## config.mk

```make
export PLATFORM = sky130hd
export DESIGN_NAME = fetch_unit
export DESIGN_NICKNAME = d
export VERILOG_FILES = /design/src/rtl/fetch_unit_pkg.sv /design/src/rtl/fetch_fifo.sv /design/src/rtl/fetch_unit.sv
export SDC_FILE = /design/constraint.sdc
export NUM_CORES = 1
export LEC_CHECK = 0
export CORE_MARGIN = 2
export CORE_UTILIZATION = 50
export DETAILED_ROUTE_END_ITERATION = 12
export GPL_TIMING_DRIVEN = 0
export HOLD_SLACK_MARGIN = 0.06
export PLACE_DENSITY = 0.73
export REMOVE_ABC_BUFFERS = 1
export SLEW_MARGIN = 15
export SYNTH_ARGS = -nofsm -noshare
export SYNTH_HDL_FRONTEND = slang
export SYNTH_SLANG_ARGS = --single-unit
```

## constraint.sdc

```tcl
create_clock -name fetch_unit_clock_in -period 4.1 [get_ports fetch_unit_clock_in]
set_input_delay 0.82 -clock fetch_unit_clock_in [delete_from_list [all_inputs] [get_ports fetch_unit_clock_in]]
set_output_delay 0.82 -clock fetch_unit_clock_in [all_outputs]
set_load 0.05 [all_outputs]
```

## src/rtl/fetch_unit_pkg.sv

```systemverilog
// Shared types and helpers for the instruction fetch stage.
package fetch_unit_pkg;

   typedef enum logic [1:0] {
      IDLE  = 2'd0,
      RUN   = 2'd1,
      FLUSH = 2'd2
   } fetch_state_t;

   localparam int DEFAULT_PC_STEP = 4;

   // Prefetch entries carry {pc, instruction}.
   function automatic int entry_width(input int addr_width, input int data_width);
      return addr_width + data_width;
   endfunction

endpackage

```

## src/rtl/fetch_fifo.sv

```systemverilog
// Synchronous prefetch FIFO of {pc, data} entries; DEPTH must be a power of two.
module fetch_fifo #(
   parameter int WIDTH = 64,
   parameter int DEPTH = 4
) (
   input  logic                     clk_sys,
   input  logic                     rst_b,
   input  logic                     push,
   input  logic                     pop,
   input  logic                     clear,
   input  logic [WIDTH-1:0]         wr_data,
   output logic [WIDTH-1:0]         rd_data,
   output logic [$clog2(DEPTH):0]   count,
   output logic                     empty,
   output logic                     full
);

   localparam int PTR_W = $clog2(DEPTH);
   localparam int CNT_W = PTR_W + 1;

   logic [WIDTH-1:0] mem [DEPTH];
   logic [PTR_W-1:0] rd_ptr;
   logic [PTR_W-1:0] wr_ptr;
   logic             do_push;
   logic             do_pop;

   assign empty   = (count == '0);
   assign full    = (count == CNT_W'(DEPTH));
   assign do_pop  = pop && !empty && !clear;
   // A push into a full FIFO is only taken when the head leaves in the same cycle.
   assign do_push = push && !clear && (!full || do_pop);
   assign rd_data = mem[rd_ptr];

   always_ff @(posedge clk_sys) begin
      if (!rst_b) begin
         rd_ptr <= '0;
         wr_ptr <= '0;
         count  <= '0;
      end else if (clear) begin
         rd_ptr <= '0;
         wr_ptr <= '0;
         count  <= '0;
      end else begin
         if (do_push) wr_ptr <= wr_ptr + PTR_W'(1);
         if (do_pop)  rd_ptr <= rd_ptr + PTR_W'(1);
         if (do_push && !do_pop)
            count <= count + CNT_W'(1);
         else if (!do_push && do_pop)
            count <= count - CNT_W'(1);
      end
   end

   always_ff @(posedge clk_sys) begin
      if (do_push) mem[wr_ptr] <= wr_data;
   end

endmodule

```

## src/rtl/fetch_unit.sv

```systemverilog
// Instruction fetch stage: credit-limited request issue, prefetch buffer, redirect flush.
// Optional same-cycle response bypass to decode when FETCH_BYPASS_EN is defined.
//
// state | meaning
// IDLE  | first cycle after reset, no requests
// RUN   | issuing requests, buffering responses
// FLUSH | after a redirect, draining stale responses
module fetch_unit
   import fetch_unit_pkg::*;
#(
   parameter int                    DATA_WIDTH   = 32,
   parameter int                    ADDR_WIDTH   = 32,
   parameter int                    FIFO_DEPTH   = 4,
   parameter logic [ADDR_WIDTH-1:0] RESET_VECTOR = '0,
   parameter int                    PC_STEP      = DEFAULT_PC_STEP
) (
   input  logic                  fetch_unit_clock_in,
   input  logic                  fetch_unit_reset_in,
   output logic                  fetch_unit_imem_req_valid_out,
   input  logic                  fetch_unit_imem_req_ready_in,
   output logic [ADDR_WIDTH-1:0] fetch_unit_imem_addr_out,
   input  logic                  fetch_unit_imem_resp_valid_in,
   input  logic [DATA_WIDTH-1:0] fetch_unit_imem_data_in,
   input  logic                  fetch_unit_redirect_in,
   input  logic [ADDR_WIDTH-1:0] fetch_unit_redirect_addr_in,
   input  logic                  fetch_unit_halt_in,
   output logic                  fetch_unit_ins_valid_out,
   input  logic                  fetch_unit_ins_ready_in,
   output logic [DATA_WIDTH-1:0] fetch_unit_ins_data_out,
   output logic [ADDR_WIDTH-1:0] fetch_unit_ins_pc_out
);

   localparam int                    CNT_W        = $clog2(FIFO_DEPTH) + 1;
   localparam int                    ENTRY_W      = entry_width(ADDR_WIDTH, DATA_WIDTH);
   localparam logic [CNT_W:0]        CREDIT_LIMIT = (CNT_W + 1)'(FIFO_DEPTH);
   localparam logic [ADDR_WIDTH-1:0] STEP         = ADDR_WIDTH'(PC_STEP);

   fetch_state_t          state_q;
   fetch_state_t          state_d;
   logic [ADDR_WIDTH-1:0] req_pc;
   logic [ADDR_WIDTH-1:0] resp_pc;
   logic [CNT_W-1:0]      outstanding;
   logic [CNT_W-1:0]      outstanding_d;
   logic [CNT_W:0]        in_flight;
   logic                  accept;
   logic                  resp_ok;
   logic                  deliver;

   logic [CNT_W-1:0]      fifo_count;
   logic                  fifo_empty;
   logic                  fifo_full;
   logic                  fifo_push;
   logic                  fifo_pop;
   logic [ENTRY_W-1:0]    fifo_head;

   assign fetch_unit_imem_addr_out = req_pc;

   always_comb begin
      state_d       = state_q;
      in_flight     = {1'b0, fifo_count} + {1'b0, outstanding};
      fetch_unit_imem_req_valid_out = (state_q == RUN) && !fetch_unit_halt_in &&
                                      !fetch_unit_redirect_in && (in_flight < CREDIT_LIMIT);
      accept        = fetch_unit_imem_req_valid_out && fetch_unit_imem_req_ready_in;
      // A response with nothing outstanding is a memory protocol error and is ignored.
      resp_ok       = fetch_unit_imem_resp_valid_in && (outstanding != '0);
      deliver       = resp_ok && (state_q == RUN) && !fetch_unit_redirect_in;
      outstanding_d = outstanding;
      if (accept && !resp_ok)
         outstanding_d = outstanding + CNT_W'(1);
      else if (!accept && resp_ok)
         outstanding_d = outstanding - CNT_W'(1);

      case (state_q)
         IDLE:    state_d = RUN;
         RUN:     if (fetch_unit_redirect_in && (outstanding_d != '0)) state_d = FLUSH;
         FLUSH:   if (!fetch_unit_redirect_in && (outstanding_d == '0)) state_d = RUN;
         default: state_d = IDLE;
      endcase
   end

   always_comb begin
      fetch_unit_ins_valid_out = 1'b0;
      fetch_unit_ins_data_out  = '0;
      fetch_unit_ins_pc_out    = '0;
      fifo_pop                 = 1'b0;
      fifo_push                = deliver;
`ifdef FETCH_BYPASS_EN
      if (deliver && fifo_empty) begin
         fetch_unit_ins_valid_out = 1'b1;
         fetch_unit_ins_data_out  = fetch_unit_imem_data_in;
         fetch_unit_ins_pc_out    = resp_pc;
         fifo_push                = !fetch_unit_ins_ready_in;
      end
`endif
      if (!fifo_empty && !fetch_unit_redirect_in) begin
         fetch_unit_ins_valid_out = 1'b1;
         fetch_unit_ins_pc_out    = fifo_head[ENTRY_W-1 -: ADDR_WIDTH];
         fetch_unit_ins_data_out  = fifo_head[DATA_WIDTH-1:0];
         fifo_pop                 = fetch_unit_ins_ready_in;
      end
      fifo_push = fifo_push && (!fifo_full || fifo_pop);
   end

   always_ff @(posedge fetch_unit_clock_in) begin
      if (!fetch_unit_reset_in) begin
         state_q     <= IDLE;
         req_pc      <= RESET_VECTOR;
         resp_pc     <= RESET_VECTOR;
         outstanding <= '0;
      end else begin
         state_q     <= state_d;
         outstanding <= outstanding_d;
         if (fetch_unit_redirect_in) begin
            req_pc  <= fetch_unit_redirect_addr_in;
            resp_pc <= fetch_unit_redirect_addr_in;
         end else begin
            if (accept)  req_pc  <= req_pc + STEP;
            if (deliver) resp_pc <= resp_pc + STEP;
         end
      end
   end

   fetch_fifo #(
      .WIDTH (ENTRY_W),
      .DEPTH (FIFO_DEPTH)
   ) u_fifo (
      .clk_sys (fetch_unit_clock_in),
      .rst_b   (fetch_unit_reset_in),
      .push    (fifo_push),
      .pop     (fifo_pop),
      .clear   (fetch_unit_redirect_in),
      .wr_data ({resp_pc, fetch_unit_imem_data_in}),
      .rd_data (fifo_head),
      .count   (fifo_count),
      .empty   (fifo_empty),
      .full    (fifo_full)
   );

endmodule

```

==> flow_summary.yaml <==
status:
  status: "finished clean"
sta:
  setup_total_negative_slack_ns: 0
  final.period_utilization_pct: 95.52
  final_hold_viol_count: 0
  timing_worst_slew_pin_value_ns: 0.9169
  timing.final.max_slew_violations: 0
  clock_skew_ns: 0.01626
  grt_setup_unrepaired: "false"
  maxSlewHeadroom_pct: 38.87
  fmax_mhz: 255.4
  finalSetupViolations: 0
  layout_min_cycle_time_ns: 3.916
cts:
  tritoncts: "yes"
  postCtsSetupRepairBufs: 0
  h-tree-depth: 2
  cts_hold_buf: 0
  cts_max_path_buffers: 3
  cts.root.buffer_cell: "sky130_fd_sc_hd__clkbuf_16"
  clk_transition_reported_paths_ns: 0.06
  worst_skew_pair.late_latency_ns: 0.52
  clock_sinks: 334
  post_cts_resize_count: 0
  cts_inserted_buffers: 36
synthesis:
  synth-async-reset-ratio_pct: 0
  syn_area_per_cell_um2: 14.93
  yosysWarningCount: 0
  synth_cell_types: 61
  synth_sequential_area_ratio_pct: 66.76
  synth_enable_flop_cells: 256
  post_synth_instance_area_mm2: 0.01385
  syn-instance-count: 928
  synth-seq-cells: 334
  dominantRegCellSynth: "sky130_fd_sc_hd__edfxtp_1"
cells_and_area:
  fill_cells: 1983
  final_cell_mix: "sky130_fd_sc_hd__edfxtp_1, sky130_fd_sc_hd__clkdlybuf4s50_1, sky130_fd_sc_hd__dfxtp_1"
  area_delta_synth_final_pct: 24.18
  layout_nets: 1179
  finalInstanceArea_mm2: 0.01720
  drive_above_1_share_pct: 12.91
  layout.cells.most_common: "sky130_fd_sc_hd__edfxtp_1"
global_routing:
  number_of_antenna_violations_at_the_first_check_in_global_routing: 1
  grt_pass1_wl_um: 46900
  pin_count_of_the_biggest_net_entering_global_routing: 62
  number_of_global_route_vias_before_repair: 8529
  grt_use_total_pct: 21.22
  globalRoute.totalOverflow: 0
setup_path:
  crit_path_cell_trace: "buf_16 -> mux4_2 -> and2_1 -> clkdlybuf4s50_1"
  timing.critical_path.slowest_stage_cell: "sky130_fd_sc_hd__dfxtp_4"
  worst-r2r-cell-count: 12
  ws_path_type: "reg -> out"
  crit-reg2reg-launch: "outstanding[0]"
  timing.critical_path.fanout_max: 36
  worst_path_required_time_ns: 3.28
  startpoint_type: "flip-flop"
  cp-endpoint: "fetch_unit_ins_data_out[18]"
  reg2reg_to: "u_fifo.count[2]"
  setup_crit_end_kind: "output pin"
  biggest_cell_delay_along_the_critical_path_ns: 0.76
  r2r_slack_ns: 0.79
  worstPathArrival_ns: 3.10
power_and_ir_drop:
  net-switching-power_w: 0.001996
  pwr-share-clk_pct: 39.0
  leakage_nw: 5.531
  switching_share_pct: 24.75
  worst_ir_drop_on_vdd_uv: 310.6
  power.density_mw_per_mm2: 468.6
  internal_power_w: 0.006067
  share_comb_of_total_power_pct: 12.6
  p_seq_share_pct: 48.4
placement:
  buffer_ports.inserted: 168
  gp_congestion: 0.7987
  dpl.hpwl_um: 19170
  dpl-instance-area_mm2: 0.01605
worst_hold_path:
  timing.hold.worst_path_depth: 2
  hold_class: "reg -> reg"
floorplan:
  design.die.area_mm2: 0.02906
  floorplan.initialDensity_pct: 51.12
  die-width_um: 170.5
  boundaryPins: 169
  core-area_mm2: 0.02710
  die_h_um: 170.5
  num_rows: 60
detailed_routing:
  via_per_inst: 5.682
  detail_route.wl_per_cell_um: 20.22
  post_drt_antenna_nets: 0
  drcViolationCount: 0
  total_detailed_routing_wirelength_um: 30250
  detail_route.iter0.violations: 662
  first_pass_iters: 5
  routed-via-count: 8501
job:
  max_cap_viol_count: 0
## power groups by stage
stage | Sequential, W | Clock [W] | Combinational, W
3_5_place_dp | 0.00398 | 0 | 0.00102
3_3_place_gp | 0.00398 | 0 | 0.000973
2_1_floorplan | 0.00402 | 0 | 0.000568
6_report | 0.00391 | 0.00314 | 0.00102
5_1_grt | 0.00392 | 0.00333 | 0.00110
4_1_cts | 0.00390 | 0.00320 | 0.00102
## sequential cells by signal, summed over array words and instances (netlist names), named ones only
register,cells
fetch_unit_imem_addr_out,32
u_fifo.rd_ptr,2
u_fifo.wr_ptr,2
u_fifo.mem,256
state_q,2
resp_pc,32
outstanding,3
u_fifo.count,3
## metal layers
metal,vias up,wire length [µm],track usage (%)
li1,3917,-,-
met1,4259,13040,28.57
met2,276,14220,34.00
met3,49,2193,5.791
met4,0,802,6.317
met5,-,0,0
## cell type report
class | instances | area [µm²] | share of cell area, %
Sequential cell | 334 | 9256 | 53.80
Clock inverter | 14 | 137.6 | 0.8000
Timing Repair Buffer | 178 | 1909 | 11.10
Clock buffer | 52 | 1023 | 5.949
Inverter | 18 | 68.82 | 0.4000
Antenna cell | 1 | 2.502 | 0.01455
Multi-Input combinational cell | 527 | 4340 | 25.23
Tap cell | 372 | 465.4 | 2.705
## metrics by stage
stage / util (%) / instances / worst slack (ns) / hold WS, ns / power (W)
2_1_floorplan: - / 879 / -0.4234 / 0.4335 / 0.004590
3_3_place_gp: 58.25 / 1419 / -4.174 / 0.4518 / 0.004957
3_5_place_dp: 59.21 / 1429 / -0.1224 / 0.4584 / 0.004993
4_1_cts: 63.49 / 1495 / 0.1022 / 0.4656 / 0.008128
5_1_grt: 63.47 / 1495 / 0.004511 / 0.4908 / 0.008351
6_report: 63.48 / 1496 / 0.1838 / 0.4628 / 0.008063
## worst min-delay path by stage
stage	start	to	slack, ns
global route	state_q[0]	state_q[0]	0.49
floorplan	state_q[1]	state_q[0]	0.43
detailed placement	fetch_unit_imem_addr_out[1]	fetch_unit_imem_addr_out[1]	0.46
global placement	fetch_unit_imem_addr_out[0]	fetch_unit_imem_addr_out[0]	0.45
CTS	fetch_unit_imem_addr_out[1]	fetch_unit_imem_addr_out[1]	0.47
finish	fetch_unit_imem_addr_out[1]	fetch_unit_imem_addr_out[1]	0.46
## Yosys cell counts, drive strengths merged (20+ instances only)
library cell / number / share of area (%)
edfxtp: 256 / 55
mux4: 64 / 10
nand3: 28 / 1.1
xnor2: 21 / 1.3
o21ai: 34 / 1.2
nand2: 51 / 1.4
xor2: 20 / 1.3
a21oi: 53 / 1.9
dfxtp: 78 / 11
nor2: 38 / 1.0
and2: 73 / 3.3
clkbuf: 34 / 0.92
## cells by family after synthesis
group | Yosys count | share of synthesized area [%]
fa+ha+maj | 14 | 1.300
xor+xnor | 41 | 2.592
buf+inv | 67 | 2.041
flops | 334 | 66.76
simple gates | 263 | 10.49
compound gates | 141 | 6.132
mux | 68 | 10.69
## worst max-delay path: cells and delay by family (launching register included)
kind / cells / cell delay [ns]
mux: 1 / 0.55
simple gates: 1 / 0.18
flops: 1 / 0.76
buf+inv: 2 / 1.03
Note: power is estimated with default switching activity, not from simulation.
